[src/rtl/cla16_arbiter.sv]
`default_nettype none
// ============================================================================
// Module      : cla4 / cla16_arbiter
// Description : cla4 is a 4-bit carry-lookahead slice. cla16_arbiter shares
//               one 16-bit adder (four cla4 slices chained through carry)
//               among NREQ requesters. Requesters are picked round-robin, and
//               each op is one of add / sub / adc / sbb. The adder result and
//               its flags go into a one-entry response register. One carry is
//               saved per requester so multi-precision chains survive
//               interleaving with other requesters.
// Ports       : clk, rst                       clock, sync active-high reset
//               req_valid/req_ready [NREQ]      per-requester handshake
//               req_x/req_y [16*NREQ]           operands, 16 bits per requester
//               req_op [2*NREQ]                 00 add, 01 sub, 10 adc, 11 sbb
//               rsp_valid/rsp_ready             response handshake
//               rsp_id, rsp_z, rsp_carry, rsp_zero, rsp_parity, rsp_sign,
//               rsp_overflow                    registered result and flags
//               saved_carry [NREQ]              per-requester carry state
// Revision    : 1.0 - initial release
// ============================================================================

module cla4 (
    input  logic [3:0] i_a,
    input  logic [3:0] i_b,
    input  logic       i_cin,
    output logic [3:0] o_s,
    output logic       o_cout
);
    logic [3:0] w_g;
    logic [3:0] w_p;
    logic [3:0] w_c;

    assign w_g = i_a & i_b;
    assign w_p = i_a ^ i_b;

    // Carries are expanded in full so that no carry waits on a previous one.
    assign w_c[0] = i_cin;
    assign w_c[1] = w_g[0] | (w_p[0] & i_cin);
    assign w_c[2] = w_g[1] | (w_p[1] & w_g[0]) | (w_p[1] & w_p[0] & i_cin);
    assign w_c[3] = w_g[2] | (w_p[2] & w_g[1]) | (w_p[2] & w_p[1] & w_g[0])
                  | (w_p[2] & w_p[1] & w_p[0] & i_cin);
    assign o_cout = w_g[3] | (w_p[3] & w_g[2]) | (w_p[3] & w_p[2] & w_g[1])
                  | (w_p[3] & w_p[2] & w_p[1] & w_g[0])
                  | (w_p[3] & w_p[2] & w_p[1] & w_p[0] & i_cin);
    assign o_s    = w_p ^ w_c;
endmodule

module cla16_arbiter #(
    parameter int NREQ = 4,
    parameter int IDW  = 2
) (
    input  logic                 clk,
    input  logic                 rst,
    input  logic [NREQ-1:0]      req_valid,
    output logic [NREQ-1:0]      req_ready,
    input  logic [16*NREQ-1:0]   req_x,
    input  logic [16*NREQ-1:0]   req_y,
    input  logic [2*NREQ-1:0]    req_op,
    output logic                 rsp_valid,
    input  logic                 rsp_ready,
    output logic [IDW-1:0]       rsp_id,
    output logic [15:0]          rsp_z,
    output logic                 rsp_carry,
    output logic                 rsp_zero,
    output logic                 rsp_parity,
    output logic                 rsp_sign,
    output logic                 rsp_overflow,
    output logic [NREQ-1:0]      saved_carry
);
    typedef enum logic [0:0] {
        S_EMPTY = 1'b0,
        S_FULL  = 1'b1
    } rsp_state_t;

    rsp_state_t       r_state;
    logic [IDW-1:0]   r_ptr;
    logic [NREQ-1:0]  r_saved_carry;
    logic [IDW-1:0]   r_rsp_id;
    logic [15:0]      r_rsp_z;
    logic             r_rsp_carry, r_rsp_zero, r_rsp_parity, r_rsp_sign, r_rsp_overflow;

    logic [15:0]      w_xa  [NREQ];
    logic [15:0]      w_ya  [NREQ];
    logic [1:0]       w_opa [NREQ];

    genvar gi;
    generate
        for (gi = 0; gi < NREQ; gi++) begin : g_unpack
            assign w_xa[gi]  = req_x[16*gi +: 16];
            assign w_ya[gi]  = req_y[16*gi +: 16];
            assign w_opa[gi] = req_op[2*gi +: 2];
        end
    endgenerate

    // (base + k) mod NREQ with both terms already below NREQ.
    function automatic logic [IDW-1:0] f_wrap(input logic [IDW-1:0] base, input int k);
        logic [IDW:0] sum;
        sum = {1'b0, base} + (IDW+1)'(k);
        if (sum >= (IDW+1)'(NREQ)) begin
            sum = sum - (IDW+1)'(NREQ);
        end
        return sum[IDW-1:0];
    endfunction

    logic [IDW-1:0] w_grant;
    logic           w_any;
    logic           w_can_accept;
    logic           w_accept;

    // Search from the highest offset down so the candidate nearest ptr is the
    // last one written and wins.
    always_comb begin
        w_grant = r_ptr;
        for (int k = NREQ-1; k >= 0; k--) begin
            if (req_valid[f_wrap(r_ptr, k)]) begin
                w_grant = f_wrap(r_ptr, k);
            end
        end
    end

    assign w_any        = |req_valid;
    assign w_can_accept = (r_state == S_EMPTY) | rsp_ready;
    assign w_accept     = w_can_accept & w_any & ~rst;

    always_comb begin
        req_ready = '0;
        if (w_accept) begin
            req_ready[w_grant] = 1'b1;
        end
    end

    // Datapath for the granted requester.
    logic [15:0] w_x, w_y, w_ye, w_z;
    logic [1:0]  w_op;
    logic        w_cin;
    logic [4:0]  w_c;
    logic        w_ovf;

    assign w_x  = w_xa[w_grant];
    assign w_y  = w_ya[w_grant];
    assign w_op = w_opa[w_grant];
    assign w_ye = w_op[0] ? ~w_y : w_y;

    always_comb begin
        case (w_op)
            2'b00:   w_cin = 1'b0;
            2'b01:   w_cin = 1'b1;
            default: w_cin = r_saved_carry[w_grant];
        endcase
    end

    assign w_c[0] = w_cin;
    generate
        for (gi = 0; gi < 4; gi++) begin : g_cla
            cla4 u_cla4 (
                .i_a    (w_x[4*gi +: 4]),
                .i_b    (w_ye[4*gi +: 4]),
                .i_cin  (w_c[gi]),
                .o_s    (w_z[4*gi +: 4]),
                .o_cout (w_c[gi+1])
            );
        end
    endgenerate

    assign w_ovf = (w_x[15] & w_ye[15] & ~w_z[15]) | (~w_x[15] & ~w_ye[15] & w_z[15]);

    always_ff @(posedge clk) begin
        if (rst) begin
            r_state        <= S_EMPTY;
            r_ptr          <= '0;
            r_saved_carry  <= '0;
            r_rsp_id       <= '0;
            r_rsp_z        <= '0;
            r_rsp_carry    <= 1'b0;
            r_rsp_zero     <= 1'b0;
            r_rsp_parity   <= 1'b0;
            r_rsp_sign     <= 1'b0;
            r_rsp_overflow <= 1'b0;
        end else if (w_accept) begin
            // Covers the drain-and-refill case: the old entry leaves on this
            // same edge the new one lands.
            r_state                 <= S_FULL;
            r_rsp_id                <= w_grant;
            r_rsp_z                 <= w_z;
            r_rsp_carry             <= w_c[4];
            r_rsp_zero              <= (w_z == 16'h0000);
            r_rsp_parity            <= ~^w_z;
            r_rsp_sign              <= w_z[15];
            r_rsp_overflow          <= w_ovf;
            r_saved_carry[w_grant]  <= w_c[4];
            r_ptr                   <= (w_grant == IDW'(NREQ-1)) ? '0 : w_grant + 1'b1;
        end else if (rsp_ready) begin
            r_state <= S_EMPTY;
        end
    end

    assign rsp_valid    = (r_state == S_FULL);
    assign rsp_id       = r_rsp_id;
    assign rsp_z        = r_rsp_z;
    assign rsp_carry    = r_rsp_carry;
    assign rsp_zero     = r_rsp_zero;
    assign rsp_parity   = r_rsp_parity;
    assign rsp_sign     = r_rsp_sign;
    assign rsp_overflow = r_rsp_overflow;
    assign saved_carry  = r_saved_carry;
endmodule
`default_nettype wire

[config.mk]
export PLATFORM = sky130hd
export DESIGN_NAME = cla16_arbiter
export DESIGN_NICKNAME = d
export VERILOG_FILES = /design/src/rtl/cla16_arbiter.sv
export SDC_FILE = /design/constraint.sdc
export NUM_CORES = 1
export LEC_CHECK = 0
export BUFFER_PORTS_ARGS = -buffer_cell sky130_fd_sc_hd__buf_2
export CORE_MARGIN = 5
export CORE_UTILIZATION = 42
export DETAILED_ROUTE_END_ITERATION = 6
export PLACE_DENSITY_LB_ADDON = 0.12
export REMOVE_ABC_BUFFERS = 1
export SYNTH_ARGS = -nofsm -noshare
export SYNTH_HDL_FRONTEND = slang
export SYNTH_HIERARCHICAL = 1
export SYNTH_SLANG_ARGS = --single-unit
export TNS_END_PERCENT = 100
[constraint.sdc]
create_clock -name clk -period 6.05 [get_ports clk]
set_input_delay 0.3025 -clock clk [delete_from_list [all_inputs] [get_ports clk]]
set_output_delay 0.3025 -clock clk [all_outputs]
set_load 0.03 [all_outputs]
==> out/qor.yml, run 1 <==
clock_tree:
  clock_path_buffers: 2
  postCtsHoldBufs: 0
  clock-sinks: 29
  cts_buffers: 5
  worstSkewPairLatency_ns: 0.27
  cts_tree: "yes"
  cts_root_buffer: "clkbuf_8"
  clk_pin_slew_ns: 0.07
  htree_num_levels: 2
floorplan:
  rows: 32
  die_y_um: 99.0
  start_util_pct: 43.0
  die_w_um: 99.0
  core_area_mm2: 0.00773
  die_area_mm2: 0.00979
  ioPinCount: 175
detailed_routing:
  drc: 0
  finalWirelength_um: 10000
  vias: 3837
  drt_iter0_drc: 105
  routedWlPerCell_um: 13.2
  viasPerCell: 5.05
  postRouteAntennaNets: 0
  drt_first_pass_iters: 6
power_and_ir_drop:
  internal_power_mw: 1.58
  vdd_drop_max_mv: 0.566
  p_per_area_mw_per_mm2: 668
  swShare_pct: 47.2
  p_switching_mw: 1.41
  power_frac_clock_pct: 5.4
  p_seq_share_pct: 9.7
  p_leak_nw: 2.45
  pwr-share-comb_pct: 84.9
logic_synthesis:
  syn_area_mm2: 0.00332
  synth_cell_types: 43
  avgSynthCellArea_um2: 6.77
  synth-seq-cells: 29
  yosysSeqAreaShare_pct: 17.5
  yosysWarnings: 6
  syn-instance-count: 491
sta:
  tightestPinTransition_ns: 0.819
  setup_violations: 0
  min_period_ns: 5.72
  hold_viol_final: 0
  rsz0062_at_grt: "false"
  period_share_pct: 94.6
  timing.slew.headroom_pct: 45.4
  finClkSkew_ns: 0.00776
  whs_ns: 0.340
  drv_slew: 0
  fmax_ghz: 0.175
layout:
  drive_above_1_share_pct: 32.7
  fillerInstances: 747
  nets: 833
  syn2layout_area_growth_pct: 34.6
  insertedDiodeCount: 0
  final_cell_area_mm2: 0.00447
setup_path:
  r2r-start: "r_ptr[0]"
  cp_max_fo: 7
  regToRegSetupSlack_ns: 0.33
  cp.arrival_ns: 5.93
  crit_path_end_kind: "register"
  start_kind: "register"
  worstReg2RegEnd: "rsp_parity"
  crit_type: "register to register"
  required_ns: 6.25
  reg2reg_depth: 26
run:
  max_cap_violations: 0
worst_hold_path:
  min_from: "rsp_ready"
  hold_depth: 4
  hold_path_class: "primary input to register"
  hold_end: "rsp_valid"
status:
  status: "finished, final reports clean"
grt:
  grt.overflow.total: 0
  grt_max_degree: 55
  grt_use_total_pct: 19.4
  antenna_found_initial: 0
  grt_pass1_wl_um: 16300
  grt_pass1_vias: 3745
place:
  hpwl_um: 7890
  routabilityCongestion: 0.772
  numPortBuffers: 174
  placed_area_mm2: 0.00428
[registers in the layout, indices dropped and copies added, names as in the netlist]
signal / flops
rsp_z: 16
saved_carry: 4
r_ptr: 2
rsp_id: 2
rsp_carry: 1
rsp_overflow: 1
rsp_parity: 1
rsp_valid: 1
rsp_zero: 1
[metal layers]
metal | routed length (um) | vias to the layer above | track usage (%) | part of all wire [%]
met1 | 4380 | 1724 | 24.8 | 44
met3 | 736 | 4 | 4.39 | 7.4
met4 | 26 | 0 | 1.68 | 0.26
met2 | 4860 | 120 | 34.5 | 49
li1 | - | 1989 | - | -
met5 | 0 | - | 0 | 0
[how the worst max path moves through the flow]
stage,cells after the start,startpoint,end,slack (ns)
4_1_cts,28,r_ptr[0],rsp_parity,0.03
6_report,26,r_ptr[0],rsp_parity,0.33
3_5_place_dp,29,req_valid[2],rsp_parity,-0.04
3_3_place_gp,28,req_valid[2],rsp_parity,0.09
2_1_floorplan,28,req_valid[2],rsp_parity,-1.53
5_1_grt,28,r_ptr[0],rsp_parity,0.008
[final cells by class]
cell class                      count  area [um^2]  area share, %
Multi-Input combinational cell    410         2550           57.0
Clock buffer                        7         86.3           1.93
Timing Repair Buffer              192         1040           23.3
Sequential cell                    29          582           13.0
Tap cell                          102          128           2.85
Inverter                           20         82.6           1.85
[timing repair]
action                                  in CTS  in global routing
gates resized for setup                      0                 17
buffers inserted                             0                  2
endpoints found under the setup margin       0                  1
[power by group through the flow]
stage               logic (mW)  registers (mW)  clock network (mW)
floorplan                 1.86           0.397                   0
global placement          2.41           0.290                   0
detailed placement        2.44           0.293                   0
CTS                       2.46           0.288               0.165
global route              2.89           0.297               0.174
finish                    2.54           0.289               0.162
[synth_stat cells (all sizes together)]
cell type / instances / area (um^2)
mux2i: 3 / 30.0
a21oi: 32 / 160
xor2: 9 / 86.3
inv: 20 / 75.1
a211o: 5 / 43.8
and3: 31 / 194
buf: 17 / 111
nor3: 2 / 10.0
ha: 28 / 350
and2: 4 / 25.0
or2: 1 / 8.76
a211oi: 5 / 52.6
a21o: 13 / 97.6
nand2: 178 / 668
nor2: 5 / 21.3
nor4: 2 / 18.8
fa: 4 / 80.1
a31oi: 30 / 188
a31o: 4 / 35.0
nor4b: 6 / 52.6
nor2b: 4 / 25.0
nand3: 7 / 35.0
o21a: 2 / 22.5
xnor2: 26 / 228
nor4bb: 1 / 10.0
nand4: 2 / 12.5
clkbuf: 15 / 56.3
o21ai: 1 / 5.00
dfxtp: 29 / 581
o211ai: 1 / 7.51
o21ba: 1 / 10.0
nor3b: 1 / 7.51
or3: 1 / 6.26
and3b: 1 / 8.76
[layout by cell type, fill, tap and decap left out, types with 5 or more instances in the layout]
master	instances
buf_4	16
and3_1	31
nand3_1	7
xor2_1	7
nor4b_1	5
inv_1	19
a31oi_1	30
xnor2_1	25
buf_2	174
dfxtp_1	28
a21o_1	13
nand2_1	178
a21oi_1	31
ha_1	28
a211o_1	5
clkbuf_8	6
[logic make-up after synthesis]
kind of cell	share of synthesized area, %
simple gates	33.2
xor+xnor	9.45
buf+inv	7.30
fa+ha+maj	13.0
compound gates	18.7
flops	17.5
mux	0.904
[critical path, stage by stage, from the launching register on]
cell and delay, ns:
dfxtp_2 0.36, nor2b_1 0.08, o21a_4 0.24, or3_4 0.42, a211oi_2 0.32, or2_4 0.24, xnor2_1 0.16, ha_1 0.27
a21o_1 0.20, a31o_1 0.24, a21o_1 0.22, a21o_1 0.18, a31o_1 0.24, a21o_1 0.22, a21o_1 0.18, a31o_1 0.24
a21o_1 0.21, a21o_1 0.18, a31o_1 0.26, xor2_2 0.15, inv_1 0.07, ha_1 0.31, xnor2_2 0.15, xnor2_1 0.20
xnor2_1 0.14, nand2_1 0.06, a21oi_1 0.14
[per-stage QoR]
stage | TNS, ns | utilization [%] | worst slack, ns | std cells | power (mW)
5_1_grt | 0 | 57.9 | 0.00805 | 760 | 3.36
3_3_place_gp | 0 | 55.3 | 0.0909 | 750 | 2.70
6_report | 0 | 57.9 | 0.328 | 760 | 2.99
2_1_floorplan | -10.09 | - | -1.53 | 459 | 2.25
4_1_cts | 0 | 56.5 | 0.0343 | 757 | 2.91
3_5_place_dp | -0.0397 | 55.3 | -0.0397 | 750 | 2.73
No activity file was read; power rests on OpenSTA's default activity.
==> run 2, diff against run 1 <==
--- a/config.mk
+++ b/config.mk
@@ -6,8 +6,9 @@
 export NUM_CORES = 1
 export LEC_CHECK = 0
 export BUFFER_PORTS_ARGS = -buffer_cell sky130_fd_sc_hd__buf_2
+export CAP_MARGIN = 20
 export CORE_MARGIN = 5
-export CORE_UTILIZATION = 42
+export CORE_UTILIZATION = 45
 export DETAILED_ROUTE_END_ITERATION = 6
 export PLACE_DENSITY_LB_ADDON = 0.12
 export REMOVE_ABC_BUFFERS = 1
==> constraint.sdc (replaced) <==
create_clock -name clk -period 6.8 [get_ports clk]
set_input_delay 0.34 -clock clk [delete_from_list [all_inputs] [get_ports clk]]
set_output_delay 0.34 -clock clk [all_outputs]
set_load 0.03 [all_outputs]
==> out/qor.yml, run 2 (synthesis gave the netlist of run 1 again) <==
setup_path:
  cp.arrival_ns: 6.31
  crit_type: "register to register"
  cp_max_fo: 22
  critPathMaxStageDelay_ns: 0.54
  worst-path-buf-inv: 2
  reg2reg_depth: 28
  start_kind: "register"
  worstReg2RegEnd: "rsp_parity"
  required_ns: 7.00
  cp_top_family: "compound AO/OA/AOI/OAI gates"
  slowest_stage: "or3_2"
  cpMostUsedCell: "a21o_1"
  regToRegSetupSlack_ns: 0.69
  r2r-start: "r_ptr[0]"
  crit_path_end_kind: "register"
power_and_ir_drop:
  power_mw: 2.58
  p_leak_nw: 2.38
  p_per_area_mw_per_mm2: 594
  vdd_drop_max_mv: 0.575
detailed_routing:
  drt_first_pass_iters: 4
  drc: 0
  viasPerCell: 5.11
  drt_iter0_drc: 134
  finalWirelength_um: 9850
  routedWlPerCell_um: 13.2
  vias: 3825
  postRouteAntennaNets: 0
clock_tree:
  clock_path_buffers: 2
  clock-sinks: 29
  cts_root_buffer: "clkbuf_8"
  cts_buffers: 5
  worstSkewPairLatency_ns: 0.28
  post_cts_buffers: 0
  cts_tree: "yes"
  postCtsHoldBufs: 0
  clk_pin_slew_ns: 0.06
  post_cts_resized: 0
  htree_num_levels: 2
floorplan:
  die_area_mm2: 0.00920
  core_area_mm2: 0.00721
  rows: 31
  ioPinCount: 175
  start_util_pct: 46.1
  die_y_um: 95.9
  die_w_um: 95.9
sta:
  min_period_ns: 6.11
  finClkSkew_ns: 0.00601
  fmax_ghz: 0.164
  hold_viol_final: 0
  period_share_pct: 89.8
  setup_violations: 0
  rsz0062_at_grt: "false"
  drv_slew: 0
  timing.slew.headroom_pct: 42.1
  tightestPinTransition_ns: 0.868
grt:
  grt_pass1_vias: 3692
  grt_max_degree: 43
  antenna_found_initial: 0
  grt_pass1_wl_um: 15700
  grt_use_total_pct: 21.0
  grt.overflow.total: 0
place:
  hpwl_um: 7890
  place_inst: 740
  numPortBuffers: 174
  routabilityCongestion: 0.827
layout:
  instances_no_fill: 748
  drive_above_1_share_pct: 30.8
  syn2layout_area_growth_pct: 30.5
  fillerInstances: 715
  mostFrequentLayoutCell: "nand2_1"
  nets: 823
  largest_reg_flops: 16
  insertedDiodeCount: 0
  mostFrequentLayoutCells: "nand2_1 (178), buf_2 (174), and3_1 (31), a21oi_1 (31), a31oi_1 (30)"
run:
  max_cap_violations: 0
worst_hold_path:
  hold_depth: 4
  min_from: "rsp_ready"
  hold_path_class: "primary input to register"
  hold_end: "rsp_valid"
status:
  status: "finished, final reports clean"
-- run 2: layer usage --
layer	routed length (um)	track usage (%)	vias up
met5	0	0	-
met4	144	5.21	0
met3	673	4.07	12
met2	4750	37.9	118
met1	4290	25.4	1719
li1	-	-	1976
-- run 2: layout make-up --
class                      instances  area [um^2]  area share [%]
multi-input combinational        410         2510            57.9
clock inverter                     1         30.0           0.692
inverter                          20         75.1            1.73
timing repair buffer             182          931            21.5
clock buffer                       7         86.3            1.99
sequential                        29          581            13.4
tap                               99          124            2.86
-- run 2: how the worst max path moves through the flow --
stage | from | end | slack [ns] | cells past startpoint
2_1_floorplan | req_valid[2] | rsp_parity | -0.81 | 28
3_3_place_gp | req_valid[2] | rsp_parity | 0.70 | 29
3_5_place_dp | req_valid[2] | rsp_parity | 0.59 | 29
4_1_cts | r_ptr[0] | rsp_parity | 0.69 | 28
5_1_grt | r_ptr[1] | rsp_parity | 0.27 | 27
6_report | r_ptr[0] | rsp_parity | 0.69 | 28
-- run 2: tightest hold or removal path, cell delays in order --
cell	delay [ns]
buf_2	0.07
inv_1	0.06
nand2_1	0.07
a21oi_1	0.05
-- run 2: report_power, final --
group	total (mW)	switching [mW]	internal, mW
clock	0.188	0.0684	0.119
sequential	0.256	0.0256	0.230
combinational	2.13	1.12	1.01
-- run 2: per-stage QoR --
| step | util, % | instance area [um^2] | worst slack, ns | hold slack, ns | TNS, ns |
|---|---|---|---|---|---|
| after floorplan | - | 3160 | -0.814 | 0.409 | -1.52 |
| after global placement | 58.5 | 4220 | 0.697 | 0.440 | 0 |
| after detailed placement | 58.5 | 4220 | 0.592 | 0.443 | 0 |
| after CTS | 60.1 | 4340 | 0.687 | 0.356 | 0 |
| after global routing | 60.1 | 4340 | 0.265 | 0.376 | 0 |
| final | 60.1 | 4340 | 0.692 | 0.360 | 0 |
==> run 3, diff against run 2 <==
--- a/config.mk
+++ b/config.mk
@@ -6,11 +6,12 @@
 export NUM_CORES = 1
 export LEC_CHECK = 0
 export BUFFER_PORTS_ARGS = -buffer_cell sky130_fd_sc_hd__buf_2
-export CAP_MARGIN = 20
 export CORE_MARGIN = 5
 export CORE_UTILIZATION = 45
 export DETAILED_ROUTE_END_ITERATION = 6
+export GPL_ROUTABILITY_DRIVEN = 0
 export PLACE_DENSITY_LB_ADDON = 0.12
+export RECOVER_POWER = 25
 export REMOVE_ABC_BUFFERS = 1
 export SYNTH_ARGS = -nofsm -noshare
 export SYNTH_HDL_FRONTEND = slang
==> out/qor.yml, run 3 (synthesis gave the netlist of run 1 again) <==
layout:
  largest_reg_flops: 16
  syn2layout_area_growth_pct: 29.9
  nets: 823
  fillerInstances: 726
  mostFrequentLayoutCell: "nand2_1"
  drive_above_1_share_pct: 28.5
  mostFrequentLayoutCells: "nand2_1 (178), buf_2 (159), and3_1 (31), a21oi_1 (31), a31oi_1 (30)"
  insertedDiodeCount: 0
setup_path:
  cp_max_fo: 22
  critPathMaxStageDelay_ns: 0.54
  crit_type: "register to register"
  crit_path_start: "r_ptr[0]"
  slowest_stage: "or3_2"
  cp.arrival_ns: 6.31
  start_kind: "register"
  r2r-start: "r_ptr[0]"
  required_ns: 7.00
  crit_path_end_kind: "register"
  cpMostUsedCell: "a21o_1"
power_and_ir_drop:
  p_per_area_mw_per_mm2: 595
  power_mw: 2.57
  vdd_drop_max_mv: 0.571
  p_leak_nw: 2.32
sta:
  setup_violations: 0
  whs_ns: 0.359
  finClkSkew_ns: 0.00586
  drv_slew: 0
  hold_viol_final: 0
  tightestPinTransition_ns: 0.889
  timing.slew.headroom_pct: 40.7
  period_share_pct: 89.8
  rsz0062_at_grt: "false"
  fmax_ghz: 0.164
  min_period_ns: 6.10
clock_tree:
  clk_pin_slew_ns: 0.06
  post_cts_resized: 0
  cts_tree: "yes"
  postCtsHoldBufs: 0
  cts_root_buffer: "clkbuf_8"
  post_cts_buffers: 0
  clock_path_buffers: 2
  clock-sinks: 29
  cts_buffers: 5
  worstSkewPairLatency_ns: 0.28
  htree_num_levels: 2
floorplan:
  rows: 31
  ioPinCount: 175
  start_util_pct: 46.1
  die_area_mm2: 0.00920
  core_area_mm2: 0.00721
  die_w_um: 95.9
  die_y_um: 95.9
detailed_routing:
  vias: 3833
  routedWlPerCell_um: 13.2
  postRouteAntennaNets: 0
  drt_first_pass_iters: 4
  finalWirelength_um: 9880
  viasPerCell: 5.12
  drc: 0
  drt_iter0_drc: 136
status:
  status: "finished, final reports clean"
run:
  max_cap_violations: 0
worst_hold_path:
  min_from: "rsp_ready"
  hold_path_class: "primary input to register"
grt:
  antenna_found_initial: 0
  grt_pass1_vias: 3692
  grt.overflow.total: 0
  grt_pass1_wl_um: 15700
  grt_max_degree: 43
  grt_use_total_pct: 21.0
place:
  hpwl_um: 7890
  numPortBuffers: 174
==> run 3: changes by cell type in the layout (fill, tap and decap cells not counted) <==
cell      delta
buf_2       -15
clkbuf_1    +15
==> run 3: metal layers <==
| layer | global-route usage (%) | vias to the layer above | share of wire [%] |
|---|---|---|---|
| met2 | 37.9 | 124 | 48 |
| met4 | 5.21 | 0 | 1.6 |
| met3 | 4.07 | 14 | 7.0 |
| met5 | 0 | - | 0 |
| li1 | - | 1977 | - |
| met1 | 25.4 | 1718 | 43 |
==> run 3: where the power goes <==
| group | switching (mW) | internal (mW) | total (mW) |
|---|---|---|---|
| clock network | 0.0686 | 0.119 | 0.188 |
| registers | 0.0266 | 0.230 | 0.257 |
| logic | 1.12 | 1.00 | 2.12 |
==> run 3: stage by stage <==
| step | worst slack, ns | instances | TNS, ns | instance area [um^2] | util [%] |
|---|---|---|---|---|---|
| after floorplan | -0.814 | 459 | -1.52 | 3160 | - |
| after detailed placement | 0.592 | 740 | 0 | 4220 | 58.5 |
| final | 0.695 | 748 | 0 | 4320 | 59.9 |
| after CTS | 0.687 | 748 | 0 | 4340 | 60.1 |
| after global routing | 0.265 | 748 | 0 | 4320 | 59.9 |
| after global placement | 0.697 | 740 | 0 | 4220 | 58.5 |
==> run 3: cell type report <==
class	count	area, um^2	share of cell area [%]
Multi-Input combinational cell	410	2510	58.1
Timing Repair Buffer	182	912	21.1
Sequential cell	29	581	13.4
Tap cell	99	124	2.87
Clock buffer	7	86.3	2.00
Inverter	20	75.1	1.74
Clock inverter	1	30.0	0.695
==> run 3: final timing paths <==
path	to	slack [ns]	depth (start not counted)
worst max-delay path	rsp_parity	0.70	28
worst min-delay path	rsp_valid	0.36	4
worst max register to register	rsp_parity	0.70	28
worst min register to register	rsp_z[13]	0.45	2
==> run 3: worst max-delay path: cells and delay by family, from the launching register on <==
| kind | cells | cell delay, ns |
|---|---|---|
| and+or+nand+nor | 5 | 0.94 |
| xor gates and xnor gates | 5 | 0.86 |
| AOI/OAI and AO/OA | 14 | 2.86 |
| adders and majority gates | 2 | 0.57 |
| buffers and inverters | 2 | 0.38 |
| DFF | 1 | 0.39 |
